**config.mk**
```make
export PLATFORM = sky130hd
export DESIGN_NAME = uart_frame_ctrl
export DESIGN_NICKNAME = d
export VERILOG_FILES = /design/src/rtl/uart_frame_ctrl.sv
export SDC_FILE = /design/constraint.sdc
export NUM_CORES = 1
export LEC_CHECK = 0
export CAP_MARGIN = 20
export CORE_MARGIN = 8
export CORE_UTILIZATION = 35
export DETAILED_ROUTE_END_ITERATION = 12
export RECOVER_POWER = 25
export SLEW_MARGIN = 20
export SYNTH_ARGS = -nofsm -noshare
export SYNTH_HDL_FRONTEND = slang
export SYNTH_SLANG_ARGS = --single-unit
```
**constraint.sdc**
```tcl
create_clock -name clk -period 5.2 [get_ports clk]
set_clock_uncertainty 0.1 [all_clocks]
set_input_delay 0.52 -clock clk [delete_from_list [all_inputs] [get_ports clk]]
set_output_delay 0.52 -clock clk [all_outputs]
set_load 0.1 [all_outputs]
```
**src/rtl/uart_frame_ctrl.sv**
```systemverilog
// Turns the UART receiver byte stream into checksum-validated 64-bit price frames.
// Accepted frames go out on a valid/ready register; good and error counts are kept.
module uart_frame_ctrl #(
  parameter int         CLK_HZ       = 50_000_000,
  parameter int         BAUD         = 115200,
  parameter int         TIMEOUT_BITS = 20,
  parameter logic [7:0] SYNC_BYTE    = 8'hA5
) (
  input  logic        clk,
  input  logic        reset,
  input  logic [7:0]  rx_byte,
  input  logic        rx_valid,
  input  logic        rx_frame_err,
  output logic [63:0] frame_data,
  output logic        frame_valid,
  input  logic        frame_ready,
  output logic        crc_err,
  output logic        timeout_err,
  output logic        link_err,
  output logic        overflow_err,
  output logic [15:0] good_cnt,
  output logic [15:0] err_cnt
);

  localparam int TIMEOUT_CYC = TIMEOUT_BITS * (CLK_HZ / BAUD);
  localparam int TW          = $clog2(TIMEOUT_CYC + 1);
  localparam logic [TW-1:0] TMO_LAST = TW'(TIMEOUT_CYC - 1);

  typedef enum logic [1:0] {
    HUNT    = 2'd0,
    PAYLOAD = 2'd1,
    CHECK   = 2'd2
  } state_t;

  function automatic logic [7:0] xor_acc(input logic [7:0] acc, input logic [7:0] b);
    return acc ^ b;
  endfunction

  state_t          r_state;
  state_t          w_state_nxt;
  logic [2:0]      r_idx;
  logic [TW-1:0]   r_tmo;
  logic [7:0]      r_xor;
  logic [63:0]     r_shift;
  logic [63:0]     r_frame_data;
  logic            r_frame_valid;
  logic            r_crc_err;
  logic            r_timeout_err;
  logic            r_link_err;
  logic            r_overflow_err;
  logic [15:0]     r_good_cnt;
  logic [15:0]     r_err_cnt;

  logic            w_tmo_term;
  logic            w_start;
  logic            w_take;
  logic            w_commit;
  logic            w_crc;
  logic            w_tmo;
  logic            w_link;
  logic            w_load;
  logic            w_ovf;
  logic            w_xfer;
  logic            w_err_any;

  // Next-state decode plus one-cycle event strobes for the datapath and outputs
  always_comb begin
    w_state_nxt = r_state;
    w_start     = 1'b0;
    w_take      = 1'b0;
    w_commit    = 1'b0;
    w_crc       = 1'b0;
    w_tmo       = 1'b0;
    w_link      = 1'b0;
    w_tmo_term  = (r_tmo == TMO_LAST);
    case (r_state)
      HUNT: begin
        if (rx_valid && !rx_frame_err && (rx_byte == SYNC_BYTE)) begin
          w_start     = 1'b1;
          w_state_nxt = PAYLOAD;
        end else begin
          w_state_nxt = HUNT;
        end
      end
      PAYLOAD: begin
        if (rx_valid) begin
          if (rx_frame_err) begin
            w_link      = 1'b1;
            w_state_nxt = HUNT;
          end else begin
            w_take      = 1'b1;
            w_state_nxt = (r_idx == 3'd7) ? CHECK : PAYLOAD;
          end
        end else if (w_tmo_term) begin
          w_tmo       = 1'b1;
          w_state_nxt = HUNT;
        end else begin
          w_state_nxt = PAYLOAD;
        end
      end
      CHECK: begin
        if (rx_valid) begin
          if (rx_frame_err) begin
            w_link = 1'b1;
          end else if (rx_byte == r_xor) begin
            w_commit = 1'b1;
          end else begin
            w_crc = 1'b1;
          end
          w_state_nxt = HUNT;
        end else if (w_tmo_term) begin
          w_tmo       = 1'b1;
          w_state_nxt = HUNT;
        end else begin
          w_state_nxt = CHECK;
        end
      end
      default: begin
        w_state_nxt = HUNT;
      end
    endcase
  end

  // A new frame may replace the held one only if the consumer takes the old one this cycle
  always_comb begin
    w_xfer    = r_frame_valid && frame_ready;
    w_load    = w_commit && (!r_frame_valid || frame_ready);
    w_ovf     = w_commit && r_frame_valid && !frame_ready;
    w_err_any = w_crc || w_tmo || w_link || w_ovf;
  end

  // FSM state register
  always_ff @(posedge clk or negedge reset) begin
    if (!reset) begin
      r_state <= HUNT;
    end else begin
      r_state <= w_state_nxt;
    end
  end

  // Payload assembly, running checksum and inter-byte timeout counter
  always_ff @(posedge clk or negedge reset) begin
    if (!reset) begin
      r_idx   <= 3'd0;
      r_tmo   <= '0;
      r_xor   <= 8'h00;
      r_shift <= 64'h0;
    end else begin
      if (w_state_nxt == HUNT || rx_valid) begin
        r_tmo <= '0;
      end else begin
        r_tmo <= r_tmo + 1'b1;
      end
      if (w_start) begin
        r_idx <= 3'd0;
        r_xor <= 8'h00;
      end else if (w_take) begin
        r_shift <= {r_shift[55:0], rx_byte};
        r_xor   <= xor_acc(r_xor, rx_byte);
        r_idx   <= r_idx + 3'd1;
      end else begin
        r_idx <= r_idx;
      end
    end
  end

  // Output frame register, error pulses and statistics
  always_ff @(posedge clk or negedge reset) begin
    if (!reset) begin
      r_frame_data   <= 64'h0;
      r_frame_valid  <= 1'b0;
      r_crc_err      <= 1'b0;
      r_timeout_err  <= 1'b0;
      r_link_err     <= 1'b0;
      r_overflow_err <= 1'b0;
      r_good_cnt     <= 16'd0;
      r_err_cnt      <= 16'd0;
    end else begin
      if (w_load) begin
        r_frame_data  <= r_shift;
        r_frame_valid <= 1'b1;
        r_good_cnt    <= r_good_cnt + 16'd1;
      end else if (w_xfer) begin
        r_frame_valid <= 1'b0;
      end else begin
        r_frame_valid <= r_frame_valid;
      end
      r_crc_err      <= w_crc;
      r_timeout_err  <= w_tmo;
      r_link_err     <= w_link;
      r_overflow_err <= w_ovf;
      if (w_err_any) begin
        r_err_cnt <= r_err_cnt + 16'd1;
      end else begin
        r_err_cnt <= r_err_cnt;
      end
    end
  end

  assign frame_data   = r_frame_data;
  assign frame_valid  = r_frame_valid;
  assign crc_err      = r_crc_err;
  assign timeout_err  = r_timeout_err;
  assign link_err     = r_link_err;
  assign overflow_err = r_overflow_err;
  assign good_cnt     = r_good_cnt;
  assign err_cnt      = r_err_cnt;

endmodule

```
Word-level counts from Yosys, hierarchy flattened
Index checks and enable logic that the tools add are counted.

storage, ports and cells
  output and inout port bits = 101
  register bits = 192
  bits of input ports = 13

cells by class
  $add $sub $neg = 4
  reduce and logical (&&, ||, !) cells = 20
  multiplexer cells = 34
  bitwise gates (word level) = 2
  equality and inequality tests = 6

operators by type and width
  operator                 number
  $add A16 B1 Y16 const B  2
  $mux W1                  23
  $mux W8                  2
  $add A14 B1 Y14 const B  1
  $eq A14 B14 Y1 const B   1
  $mux W14                 1
  $mux W2                  5
  $eq A8 B8 Y1             1
  $eq A8 B8 Y1 const B     1
  $xor A8 B8 Y8            1
  $logic_and A1 B1 Y1      6
  $mux W3                  2
  $pmux W2 S3              1
  $logic_or A1 B1 Y1       5
  $logic_not A2 Y1         2
  $reduce_bool A2 Y1       2
  $add A3 B1 Y3 const B    1
  $eq A3 B3 Y1 const B     1
  $logic_not A1 Y1         3
  $eq A2 B1 Y1 const B     1
  $eq A2 B2 Y1 const B     1
  $reduce_and A2 Y1        1
  $reduce_or A2 Y1         1
  $not A1 Y1               1

Longest topological paths before layout
Gate-level depths: netlist of run 1.

  word-level depth = 8
  mapped depth = 8
  gate-level depth less buffers = 7

Worst setup path after synthesis of run 1
Ideal clock, no wire load.

  path kind = register -> register
  start = register r_frame_valid, in the netlist frame_valid
  end = register r_err_cnt[13], in the netlist err_cnt[13]
  cell stages (with the launch flop) = 7
  data required time = 4.941 ns
  period minus slack after synthesis = 2.243 ns
  buffers on the path = 1
  arrival = 1.984 ns
  slack = 2.957 ns
  path through = dfrtp_1 -> nand2b_1 -> and2_1 -> nand4_1 -> clkbuf_1 -> nand4_1 -> xnor2_1

on the way
  cells in the longest elaborated chain, start to end = 3

ends and longest elaborated chain
  what                               line  text
  from (decl)                        46    logic r_frame_valid;
  from (signal assigned)             186   r_frame_valid <= r_frame_valid;
  $logic_and A1 B1 Y1 (2 in series)  128   w_ovf = w_commit && r_frame_valid && !frame_ready;
  $logic_or A1 B1 Y1                 129   w_err_any = w_crc || w_tmo || w_link || w_ovf;
  to (signal assigned)               193   r_err_cnt <= r_err_cnt + 16'd1;
  to (signal assigned)               195   r_err_cnt <= r_err_cnt;
  to (decl)                          52    logic [15:0] r_err_cnt;

No other way between the ends.
A chain may end at the register's enable or synchronous reset.

==> results of run 1 <==
-- layout by cell type, fill, tap and decap left out, types with 14 or more instances in the layout --
cell	count
clkbuf_16	17
clkdlybuf4s50_1	112
dfrtp_1	192
mux2_2	122
nand2_1	27
nand3_1	21
nand4_1	14
nor2_1	39
xnor2_1	25
xor2_1	34
-- power by group --
part | internal (mW) | switching [mW] | total, mW | leakage [nW]
clock network | 0.685 | 0.574 | 1.26 | 0.275
logic | 0.0178 | 0.0449 | 0.0627 | 1.74
registers | 1.50 | 0.00585 | 1.51 | 2.66
total | 2.20 | 0.624 | 2.83 | 4.67
-- logic make-up after synthesis --
logic type / synth area share, %
buffers and inverters: 1.76
XOR/XNOR: 6.62
flip-flops: 61.5
AND/OR/NAND/NOR: 9.91
AO/OA/AOI/OAI: 0.866
adder cells (fa/ha/maj): 1.44
multiplexers: 17.9
-- per-stage QoR --
step / instances / instance area [um2] / utilization [%]
4_1_cts: 988 / 9830 / 44.9
3_3_place_gp: 956 / 9250 / 42.3
3_5_place_dp: 956 / 9250 / 42.3
2_1_floorplan: 579 / 7810 / -
6_report: 988 / 9810 / 44.8
5_1_grt: 988 / 9810 / 44.8
-- worst max-delay path by stage --
stage / end / slack, ps / depth (start not counted)
final: frame_data[42] / 1970 / 2
after global routing: frame_data[35] / 1260 / 2
after CTS: r_shift[60] / 2040 / 6
after detailed placement: r_shift[60] / 1580 / 6
after global placement: r_shift[44] / 1680 / 6
after floorplan: err_cnt[13] / 2960 / 6
-- sequential cells by signal (all words and copies together) (netlist names) --
signal        count
frame_data       64
r_state           2
timeout_err       1
r_tmo            14
crc_err           1
err_cnt          16
frame_valid       1
r_idx             3
overflow_err      1
r_xor             8
good_cnt         16
r_shift          64
link_err          1
-- layout make-up --
type,count,area share (%)
timing repair buffer,119,12.0
inverter,11,0.421
multi-input combinational,354,29.2
tap,280,3.57
clock inverter,13,1.31
clock buffer,19,4.51
sequential,192,49.0
-- per-layer routing --
metal | vias to the layer above | share of wire, % | global-route usage [%] | routed length, um
met5 | - | 0 | 0 | 0
met4 | 0 | 1.0 | 3.81 | 169
met3 | 12 | 8.2 | 4.31 | 1350
met2 | 108 | 46 | 19.8 | 7580
met1 | 2406 | 45 | 16.0 | 7340
li1 | 2226 | - | - | -
==> impl_metrics.json, run 1 <==
{
  "status": "complete, but fails checks",
  "failed_checks": "max-capacitance violations, max-slew violations",
  "numCtsBuffers": 17,
  "vias": 4752,
  "die_w_um": 165,
  "viasPerCell": 4.81,
  "drt_iter0_drc": 210,
  "place_ws_ps": 1580,
  "hpwl_um": 11700,
  "tightest_slew_ps": 2880,
  "critical_path.startpoint_type": "input pin",
  "routed_wl_um": 16400,
  "slew_headroom_pct": -92.3,
  "post_cts_buffers": 0,
  "avgSynthCellArea_um2": 13.5,
  "synthTopCellsByCount": "192 x dfrtp_1, 122 x mux2_2, 39 x nor2_1",
  "required_ps": 5510,
  "syn_to_final_growth_pct": 25.7,
  "cts_resized": 0,
  "finalPower_mw": 2.83,
  "clk_pin_slew_worst_paths_ps": 70,
  "layout_setup_ws_ps": 1970,
  "path_class": "in -> async",
  "place_congestion": 0.830,
  "seq_area_frac_synth_pct": 61.5,
  "post-synth-top-count-cell": "dfrtp_1",
  "fin_setup_tns_ps": 0,
  "synth-edff-count": 0,
  "min_path_cells": 1,
  "hold_viol_final": 0,
  "core_mm2": 0.0219,
  "insertion_delay_ps": 420,
  "setup_viol": 0,
  "period_needed_ps": 3230,
  "fmax_mhz": 310,
  "start_util_pct": 35.7,
  "whs_ps": 369,
  "netlist.area_leader.share_pct": 61.5,
  "hold_path.class": "reg -> reg",
  "synth_ff_type": "dfrtp_1",
  "grt_max_degree": 116,
  "cp-end-kind": "async pin",
  "grt_pass1_wl_um": 27100,
  "antenna_found_initial": 0,
  "leakage_nw": 4.67,
  "port_buffers": 113,
  "rows": 54,
  "worst-r2r-cell-count": 7,
  "cts_tree": "done",
  "grt_util_all_layers_pct": 12.5,
  "final_nets": 717,
  "dr.pass1.iters": 5,
  "path_cells": "clkbuf_2 -> clkbuf_2",
  "yosys-top-cells-area": "dfrtp_1 62%, mux2_2 18%, xor2_1 3.8%",
  "synth_nets": 601,
  "reg2reg_from": "r_state[1]",
  "grt_pass1_vias": 5099,
  "drv_slew": 116,
  "ys_types": 31,
  "num-fill-cells": 2013,
  "critPathMaxFanout": 115,
  "cts_sinks": 192,
  "cpMostUsedCell": "clkbuf_2",
  "multi_input_area_mm2": 0.00287,
  "crit_arrival_ps": 3540,
  "ios": 114,
  "crit_buf_inv": 2,
  "power_density_mw_per_mm2": 288,
  "root_buffer": "clkbuf_16",
  "startpoint": "reset",
  "hold_start": "good_cnt[15]",
  "cpMaxStageDelayCell": "clkbuf_2",
  "maxCapViolations": 1,
  "ctsHoldBuffers": 0,
  "clockBufferDepth": 2,
  "diodes": 0,
  "rsz0062_at_grt": "false",
  "post_drt_wl_per_cell_um": 16.6,
  "critical_path.top_delay_family": "buffers and inverters",
  "worst_path_largest_cell_delay_ps": 1920,
  "holdPathEnd": "good_cnt[15]",
  "grt.overflow.total": 0,
  "postSynth.asyncResetShare_pct": 100,
  "synth-seq-cells": 192,
  "synth_top_cell_by_area": "dfrtp_1",
  "min_period_over_period_pct": 62.0,
  "drc": 0,
  "seq_area_mm2": 0.00480,
  "netlist_area_mm2": 0.00781,
  "htree_levels": 4,
  "die_h_um": 165,
  "ir_drop_v": 0.000224,
  "drive_gt1_share_pct": 23.2,
  "yosys_warnings": 0,
  "synth_cells": 579,
  "dieArea_mm2": 0.0273,
  "regToRegSetupSlack_ps": 2110,
  "reg2reg_to": "r_shift[60]",
  "ant_nets": 0
}
Power figures use the tool's default switching activity.
==> run 2, diff against run 1 <==
==> constraint.sdc (replaced) <==
create_clock -name clk -period 3.35 [get_ports clk]
set_clock_uncertainty 0.1 [all_clocks]
set_input_delay 0.335 -clock clk [delete_from_list [all_inputs] [get_ports clk]]
set_output_delay 0.335 -clock clk [all_outputs]
set_load 0.1 [all_outputs]
==> run 2 against run 1 <==
Flip-flop and latch count unchanged. Routed wire length down 0.61%. Largest power group unchanged. Sequential share of layout area down 0.30 points. Sequential power up 55%. Via count up 1.3%. Cell count up 0.30%. Die area unchanged. Non-clock buffer count up 3. Utilization up 0.27 points. The flow still finishes with violations (max-capacitance violations, max-slew violations). Highest routed layer unchanged.
==> impl_metrics.json, run 2 (synthesis results as in run 1) <==
{
  "cp-end-kind": "primary output",
  "num-fill-cells": 2008,
  "clockBufferDepth": 2,
  "grt_pass1_wl_um": 27700,
  "fin_setup_tns_ps": 0,
  "setup_viol": 0,
  "crit_buf_inv": 1,
  "insertion_delay_ps": 430,
  "drt_iter0_drc": 229,
  "antenna_found_initial": 0,
  "period_needed_ps": 2530,
  "path_cells": "clkdlybuf4s50_1",
  "hpwl_um": 11400,
  "crit_arrival_ps": 2090,
  "final_cell_mix": "192 x dfrtp_1, 122 x mux2_2, 111 x clkdlybuf4s50_1",
  "clk_pin_slew_worst_paths_ps": 70,
  "cpMaxStageDelayCell": "clkdlybuf4s50_1",
  "cts_sinks": 192,
  "critPathMaxFanout": 8,
  "final_common_cell": "dfrtp_1",
  "path_class": "reg -> out",
  "syn_to_final_growth_pct": 26.5,
  "ios": 114,
  "routed_wl_um": 16300,
  "htree_levels": 4,
  "start_util_pct": 35.7,
  "regToRegSetupSlack_ps": 890,
  "grt.overflow.total": 0,
  "root_buffer": "clkbuf_16",
  "required_ps": 2910,
  "drc": 0,
  "failed_checks": "max-capacitance violations, max-slew violations",
  "drive_gt1_share_pct": 23.6,
  "grt_pass1_vias": 5157,
  "cts_tree": "done",
  "multi_input_area_mm2": 0.00287,
  "post_drt_wl_per_cell_um": 16.5,
  "worst_path_largest_cell_delay_ps": 1180,
  "rows": 54,
  "tightest_slew_ps": 1890,
  "critical_path.top_delay_family": "buffers and inverters",
  "power_density_mw_per_mm2": 453,
  "die_h_um": 165,
  "grt_util_all_layers_pct": 12.8,
  "final_nets": 720,
  "rsz0062_at_grt": "false",
  "slew_headroom_pct": -25.8,
  "diodes": 0,
  "dieArea_mm2": 0.0273,
  "fmax_mhz": 396,
  "ant_nets": 0,
  "die_w_um": 165,
  "post_cts_buffers": 0,
  "numCtsBuffers": 17,
  "hold_path.class": "reg -> reg",
  "min_period_over_period_pct": 75.4,
  "ir_drop_v": 0.000328,
  "place_congestion": 0.839,
  "status": "complete, but fails checks",
  "critical_path.startpoint_type": "flop",
  "grt_max_degree": 85,
  "port_buffers": 113,
  "hold_viol_final": 0,
  "viasPerCell": 4.86,
  "drv_slew": 74,
  "leakage_nw": 4.70,
  "dr.pass1.iters": 5,
  "final_util_pct": 45.1,
  "maxCapViolations": 1,
  "vias": 4814,
  "seq_area_mm2": 0.00480,
  "core_mm2": 0.0219
}
-- run 2: cell count changes in the layout (fill, tap and decap cells not counted), sizes merged --
cell / previous run / this run
dlygate4sd3: 0 / 1
buf: 5 / 8
clkinvlp: 3 / 2
clkdlybuf4s50: 112 / 111
inv: 17 / 19
clkbuf: 21 / 19
clkinv: 3 / 4
-- run 2: metal layers --
layer	global-route usage (%)	up-vias	part of all wire (%)
li1	-	2232	-
met2	19.9	107	46
met1	16.9	2455	46
met4	3.90	0	1.4
met3	3.97	20	7.0
met5	0	-	0
-- run 2: area by class of cell --
type,count,area share (%)
Sequential cell,192,48.7
Multi-Input combinational cell,354,29.0
Timing Repair Buffer,122,12.3
Clock buffer,17,4.31
Tap cell,280,3.55
Clock inverter,15,1.74
Inverter,11,0.418
-- run 2: path summary, 6_finish.rpt --
kind                               from              to  depth (start not counted)
min in group asynchronous         reset  frame_data[62]                          2
min reg2reg                good_cnt[15]    good_cnt[15]                          1
min                        good_cnt[15]    good_cnt[15]                          1
max                         good_cnt[2]     good_cnt[2]                          1
max in group asynchronous         reset      r_state[0]                          3
max reg2reg                    r_xor[1]    good_cnt[15]                          6
-- run 2: power by group --
group          internal [mW]  total [mW]  switching, mW
Clock                   1.07        2.04          0.966
Sequential              2.33        2.34        0.00926
Combinational         0.0311       0.102         0.0714
-- run 2: what timing repair did --
action	CTS	global route
resized for setup	0	0
setup endpoints to repair	0	0
endpoints found under the hold margin	71	0
hold buffers	1	0
-- run 2: stage by stage --
step / power [mW] / setup WS, ps / std cells / cell area [um2] / hold WS (ps)
after CTS: 4.55 / 794 / 991 / 9890 / 370
after floorplan: 2.41 / 1110 / 579 / 7810 / -60.6
after detailed placement: 2.49 / 397 / 958 / 9280 / 301
after global placement: 2.49 / 421 / 958 / 9280 / 298
final: 4.48 / 823 / 991 / 9870 / 366
after global routing: 4.68 / 386 / 991 / 9870 / 412
